`config.mk`:
```
export PLATFORM = sky130hd
export DESIGN_NAME = bounce_box_renderer
export DESIGN_NICKNAME = d
export VERILOG_FILES = /design/src/rtl/bounce_box_renderer.sv
export SDC_FILE = /design/constraint.sdc
export NUM_CORES = 1
export LEC_CHECK = 0
export CAP_MARGIN = 20
export CORE_ASPECT_RATIO = 0.7
export CORE_UTILIZATION = 54
export DETAILED_ROUTE_END_ITERATION = 8
export PLACE_DENSITY = 0.81
export SLEW_MARGIN = 20
export SYNTH_ARGS = -nofsm -noshare
export SYNTH_HDL_FRONTEND = slang
export SYNTH_SLANG_ARGS = --single-unit
```
`constraint.sdc`:
```
create_clock -name pix_clk -period 2.85 [get_ports pix_clk]
set_clock_uncertainty 0.1 [all_clocks]
set_input_delay 0.57 -clock pix_clk [delete_from_list [all_inputs] [get_ports pix_clk]]
set_output_delay 0.57 -clock pix_clk [all_outputs]
set_load 0.005 [all_outputs]
```
`src/rtl/bounce_box_renderer.sv`:
```
// Two-stage pixel renderer: a bouncing solid box drawn over a fixed background, timing delayed to match.
// Optional build macro BOX_BORDER_EN adds a 2-pixel red border inside the box edges.
module bounce_box_renderer #(
  parameter int H_ACTIVE = 640,
  parameter int V_ACTIVE = 480,
  parameter int BOX_W    = 200,
  parameter int BOX_H    = 100,
  parameter int STEP     = 2,
  parameter int BOX_X0   = 220,
  parameter int BOX_Y0   = 200
) (
  input  logic       pix_clk,
  input  logic       reset,
  input  logic [9:0] hcount,
  input  logic [9:0] vcount,
  input  logic       de,
  input  logic       hsync_in,
  input  logic       vsync_in,
  input  logic       pause,
  output logic       hsync,
  output logic       vsync,
  output logic       sdl_de,
  output logic [9:0] sdl_x,
  output logic [9:0] sdl_y,
  output logic [7:0] sdl_r,
  output logic [7:0] sdl_g,
  output logic [7:0] sdl_b,
  output logic       frame_tick
);

  typedef enum logic {DIR_POS = 1'b0, DIR_NEG = 1'b1} dir_e;

  localparam logic [10:0] H_ACT11 = 11'(H_ACTIVE);
  localparam logic [10:0] V_ACT11 = 11'(V_ACTIVE);
  localparam logic [10:0] W11     = 11'(BOX_W);
  localparam logic [10:0] H11     = 11'(BOX_H);
  localparam logic [10:0] STEP11  = 11'(STEP);
  localparam logic [9:0]  STEP10  = 10'(STEP);
  localparam logic [9:0]  X_MAX   = 10'(H_ACTIVE - BOX_W);
  localparam logic [9:0]  Y_MAX   = 10'(V_ACTIVE - BOX_H);

  // Box position and direction state
  logic [9:0] box_x_q, box_x_d, box_y_q, box_y_d;
  dir_e       dir_x_q, dir_x_d, dir_y_q, dir_y_d;
  logic       frame_tick_q, frame_tick_d;

  // Stage 1 registers
  logic       s1_hsync_q, s1_vsync_q, s1_de_q, s1_inside_q;
  logic [9:0] s1_x_q, s1_y_q;
  logic       s1_inside_d;

  // Stage 2 registers
  logic       hsync_q, vsync_q, de_q;
  logic [9:0] x_q, y_q;
  logic [7:0] r_q, g_q, b_q, r_d, g_d, b_d;

  logic        tick_cond;
  logic [10:0] hc11, vc11, bx11, by11;

  assign tick_cond = (hcount == 10'd0) && ({1'b0, vcount} == V_ACT11);
  assign hc11 = {1'b0, hcount};
  assign vc11 = {1'b0, vcount};
  assign bx11 = {1'b0, box_x_q};
  assign by11 = {1'b0, box_y_q};

  // Direction FSMs: position only moves on the tick, which falls in vertical blanking.
  always_comb begin
    box_x_d      = box_x_q;
    box_y_d      = box_y_q;
    dir_x_d      = dir_x_q;
    dir_y_d      = dir_y_q;
    frame_tick_d = tick_cond;
    if (tick_cond && !pause) begin
      case (dir_x_q)
        DIR_POS: begin
          if (bx11 + W11 + STEP11 >= H_ACT11) begin
            box_x_d = X_MAX;
            dir_x_d = DIR_NEG;
          end else begin
            box_x_d = box_x_q + STEP10;
          end
        end
        default: begin
          if (box_x_q <= STEP10) begin
            box_x_d = 10'd0;
            dir_x_d = DIR_POS;
          end else begin
            box_x_d = box_x_q - STEP10;
          end
        end
      endcase
      case (dir_y_q)
        DIR_POS: begin
          if (by11 + H11 + STEP11 >= V_ACT11) begin
            box_y_d = Y_MAX;
            dir_y_d = DIR_NEG;
          end else begin
            box_y_d = box_y_q + STEP10;
          end
        end
        default: begin
          if (box_y_q <= STEP10) begin
            box_y_d = 10'd0;
            dir_y_d = DIR_POS;
          end else begin
            box_y_d = box_y_q - STEP10;
          end
        end
      endcase
    end
  end

  always_comb begin
    s1_inside_d = (hc11 >= bx11) && (hc11 < bx11 + W11) &&
                  (vc11 >= by11) && (vc11 < by11 + H11);
  end

`ifdef BOX_BORDER_EN
  logic s1_border_q, s1_border_d;
  always_comb begin
    s1_border_d = s1_inside_d &&
                  ((hc11 < bx11 + 11'd2) || (hc11 + 11'd2 >= bx11 + W11) ||
                   (vc11 < by11 + 11'd2) || (vc11 + 11'd2 >= by11 + H11));
  end
  always_ff @(posedge pix_clk) begin
    if (reset) s1_border_q <= 1'b0;
    else       s1_border_q <= s1_border_d;
  end
`endif

  always_comb begin
    r_d = 8'h00;
    g_d = 8'h00;
    b_d = 8'h00;
    if (s1_de_q) begin
      if (s1_inside_q) begin
        r_d = 8'hFF;
        g_d = 8'hFF;
        b_d = 8'hFF;
`ifdef BOX_BORDER_EN
        if (s1_border_q) begin
          g_d = 8'h00;
          b_d = 8'h00;
        end
`endif
      end else begin
        r_d = 8'h11;
        g_d = 8'h33;
        b_d = 8'h77;
      end
    end
  end

  always_ff @(posedge pix_clk) begin
    if (reset) begin
      box_x_q      <= 10'(BOX_X0);
      box_y_q      <= 10'(BOX_Y0);
      dir_x_q      <= DIR_POS;
      dir_y_q      <= DIR_POS;
      frame_tick_q <= 1'b0;
      s1_hsync_q   <= 1'b1;
      s1_vsync_q   <= 1'b1;
      s1_de_q      <= 1'b0;
      s1_x_q       <= 10'd0;
      s1_y_q       <= 10'd0;
      s1_inside_q  <= 1'b0;
      hsync_q      <= 1'b1;
      vsync_q      <= 1'b1;
      de_q         <= 1'b0;
      x_q          <= 10'd0;
      y_q          <= 10'd0;
      r_q          <= 8'h00;
      g_q          <= 8'h00;
      b_q          <= 8'h00;
    end else begin
      box_x_q      <= box_x_d;
      box_y_q      <= box_y_d;
      dir_x_q      <= dir_x_d;
      dir_y_q      <= dir_y_d;
      frame_tick_q <= frame_tick_d;
      s1_hsync_q   <= hsync_in;
      s1_vsync_q   <= vsync_in;
      s1_de_q      <= de;
      s1_x_q       <= hcount;
      s1_y_q       <= vcount;
      s1_inside_q  <= s1_inside_d;
      hsync_q      <= s1_hsync_q;
      vsync_q      <= s1_vsync_q;
      de_q         <= s1_de_q;
      x_q          <= s1_x_q;
      y_q          <= s1_y_q;
      r_q          <= r_d;
      g_q          <= g_d;
      b_q          <= b_d;
    end
  end

  assign hsync      = hsync_q;
  assign vsync      = vsync_q;
  assign sdl_de     = de_q;
  assign sdl_x      = x_q;
  assign sdl_y      = y_q;
  assign sdl_r      = r_q;
  assign sdl_g      = g_q;
  assign sdl_b      = b_q;
  assign frame_tick = frame_tick_q;

endmodule

```
==> impl_metrics.ini <==
[floorplan]
die_w_um = 109
coreArea_um2 = 7840
fp.dieArea_um2 = 8450
start_util = 0.557
ios = 74
die_y_um = 77.2
fp-row-count = 27

[power_and_ir_drop]
vdd_drop_max_mv = 0.271
p_leak_nw = 2.21
power.density_nw_per_um2 = 423

[timing]
tns_ns = 0
tightest_slew_ns = 0.527
setup_viol = 0
post-route-min-period_ns = 2.71
fmax_mhz = 369
fin_crit_sh = 0.952
rsz0062_at_grt = false
slew_headroom = 0.647
finalMaxSlewViolations = 0
hold_viol_final = 0

[finish]
layout-drive-gt1-share = 0.131
syn2layout_area_growth_pct = 27.0
layout_commonest_cell = clkdlybuf4s50_1
final_cell_mix = clkdlybuf4s50_1 (72), dfxtp_1 (70), ha_1 (45), nor2b_1 (43), buf_4 (42)
nets = 641
design_area_um2 = 5540
antenna_cells = 0

[yosys]
synth.distinct_cells = 64
synth_edf_count = 0
synthArstFlopShare = 0
synthFlopType = dfxtp_1
yosysWarnings = 0
synth_area_um2 = 4360
yosysSeqAreaShare = 0.321
avgSynthCellArea_um2 = 8.87
syn-num-nets = 564
synthesis.instances = 492
ys_ff_latch = 70

[global_routing]
met1_usage = 0.379
grtUsageMet2 = 0.430
grt_max_degree = 50
grt_usage = 0.271
grt_pass1_wl_um = 17700
grt_pass1_vias = 3623
antenna_found_initial = 0
grt-busiest-layer = met2
met3_usage = 0.0570
overflow = 0

[cts]
clock_latency_ns = 0.33
clkTransAtPathRegs_ns = 0.06
cts_max_level = 3
postCtsSetupBuffers = 0
cts-root-buf = clkbuf_16
cts_buffer_depth = 2
cts_tree = yes
cts_buffers = 9
clock-sinks = 70

[critical_path]
cpPeakStageDelay_ns = 0.49
cp-end-kind = flop
worst_r2r_endpoint = box_y_q[1]$_SDFFE_PP0P_
path_class = in -> reg
worstPathRequired_ns = 2.95
rr_startpoint = box_y_q[2]$_SDFFE_PP0P_
arrival_ns = 2.81
r2r_cells = 8
startpoint = hcount[1]
cp_max_fo = 10
worst_path_max_delay_cell = or3_1
cp_common_cell = buf_4
reg2reg_slack_ns = 0.20
setup.worst_path.end = box_y_q[4]$_SDFFE_PP0P_
startpoint_type = input pin
path_cells = clkdlybuf4s50_1, nor4_1, buf_4, nand4_1, or3_1, buf_4, a221oi_1, a221oi_2

[job]
drv_cap = 0

[placement]
gp_congestion = 0.951
post-dp-hpwl_um = 8330
dpl_cell_area_um2 = 5240
portBuffers = 73

[route]
via_count = 3915
drt-initial-drc-count = 335
routed_wl_um = 11000
wl_per_cell_um = 16.2
ant_nets = 0
post-route-drc-count = 0
first_pass_iters = 6
vias_per_cell = 5.81

[outcome]
outcome = completed

[min_path]
hp-class = reg -> reg
[cells by family after synthesis]
group,Yosys count,share of synthesized area
compound gates,123,0.208
mux,1,0.00229
flops,70,0.321
buf+inv,77,0.0918
fa+ha+maj,46,0.132
xor+xnor,24,0.0525
simple gates,151,0.192
[layout make-up]
class	instances	area, µm²
multi-input combinational	345	2570
fill	586	2300
sequential	70	1400
timing repair buffer	115	1040
clock buffer	10	239
tap	101	126
inverter	28	105
clock inverter	5	57.6
[power by group]
group | leakage [nW] | switching [mW] | internal (mW)
registers | 0.575 | 0.00829 | 1.01
logic | 1.48 | 0.0766 | 0.117
clock network | 0.149 | 0.430 | 0.699
total | 2.21 | 0.515 | 1.83
[metal layers]
layer	vias up	share of wire
li1	1927	-
met1	1801	0.46
met2	175	0.44
met3	12	0.087
met4	0	0.011
met5	-	0
[sequential cells by signal, summed over array words and instances, names as in the netlist, 2 cells and up]
| signal | cells |
|---|---|
| sdl_x | 10 |
| box_x_q | 9 |
| s1_y_q | 10 |
| sdl_r | 2 |
| box_y_q | 9 |
| s1_x_q | 10 |
| sdl_y | 10 |
[cells in the mapped netlist (3+ instances only)]
| master | number | area, µm² |
|---|---|---|
| a2111oi_0 | 3 | 26.3 |
| a211oi_1 | 3 | 22.5 |
| a21o_1 | 8 | 60.1 |
| a21oi_1 | 17 | 85.1 |
| a221oi_1 | 6 | 52.6 |
| a31oi_1 | 6 | 37.5 |
| a32oi_1 | 3 | 26.3 |
| a41oi_1 | 4 | 35.0 |
| and2_1 | 5 | 31.3 |
| and3_1 | 4 | 25.0 |
| buf_2 | 5 | 25.0 |
| buf_4 | 24 | 180 |
| clkbuf_1 | 17 | 63.8 |
| clkinv_1 | 4 | 15.0 |
| dfxtp_1 | 70 | 1400 |
| ha_1 | 46 | 576 |
| inv_1 | 23 | 86.3 |
| nand2_1 | 18 | 67.6 |
| nand3_1 | 12 | 60.1 |
| nand4_1 | 7 | 43.8 |
| nor2_1 | 18 | 67.6 |
| nor2b_1 | 43 | 269 |
| nor3_1 | 19 | 95.1 |
| nor4_1 | 7 | 43.8 |
| nor4b_1 | 3 | 26.3 |
| o211ai_1 | 4 | 30.0 |
| o21a_1 | 7 | 52.6 |
| o21ai_0 | 24 | 120 |
| o22ai_1 | 7 | 43.8 |
| or2_2 | 4 | 25.0 |
| or3_1 | 4 | 25.0 |
| or4_1 | 3 | 22.5 |
| xnor2_1 | 21 | 184 |
[per-stage QoR]
stage	std cells	hold WS, ns	setup WS (ns)	util	power [mW]
2_1_floorplan	492	0.289	0.302	-	1.12
3_3_place_gp	659	0.292	-0.155	0.668	1.22
3_5_place_dp	659	0.302	-0.222	0.668	1.23
4_1_cts	674	0.316	0.121	0.706	2.35
5_1_grt	674	0.322	0.0240	0.707	2.42
6_report	674	0.311	0.137	0.707	2.34
[repair_timing]
item,CTS,global route
endpoints found under the setup margin,1,3
hold buffers,0,0
resized for setup,1,2
[how the worst min path moves through the flow]
stage	start	endpoint	slack [ns]	depth (start not counted)
after floorplan	s1_hsync_q$_SDFF_PP1_	hsync$_SDFF_PP1_	0.29	1
after global placement	s1_vsync_q$_SDFF_PP1_	vsync$_SDFF_PP1_	0.29	1
after detailed placement	s1_vsync_q$_SDFF_PP1_	vsync$_SDFF_PP1_	0.30	1
after CTS	s1_vsync_q$_SDFF_PP1_	vsync$_SDFF_PP1_	0.32	1
after global routing	s1_vsync_q$_SDFF_PP1_	vsync$_SDFF_PP1_	0.32	1
final	s1_vsync_q$_SDFF_PP1_	vsync$_SDFF_PP1_	0.31	1
[worst max-delay path, delay by kind of cell]
family,cells,cell delay (ns)
buffers and inverters,3,0.81
AOI/OAI and AO/OA,2,0.43
and+or+nand+nor,3,1.00
(Power assumes the default switching activity.)
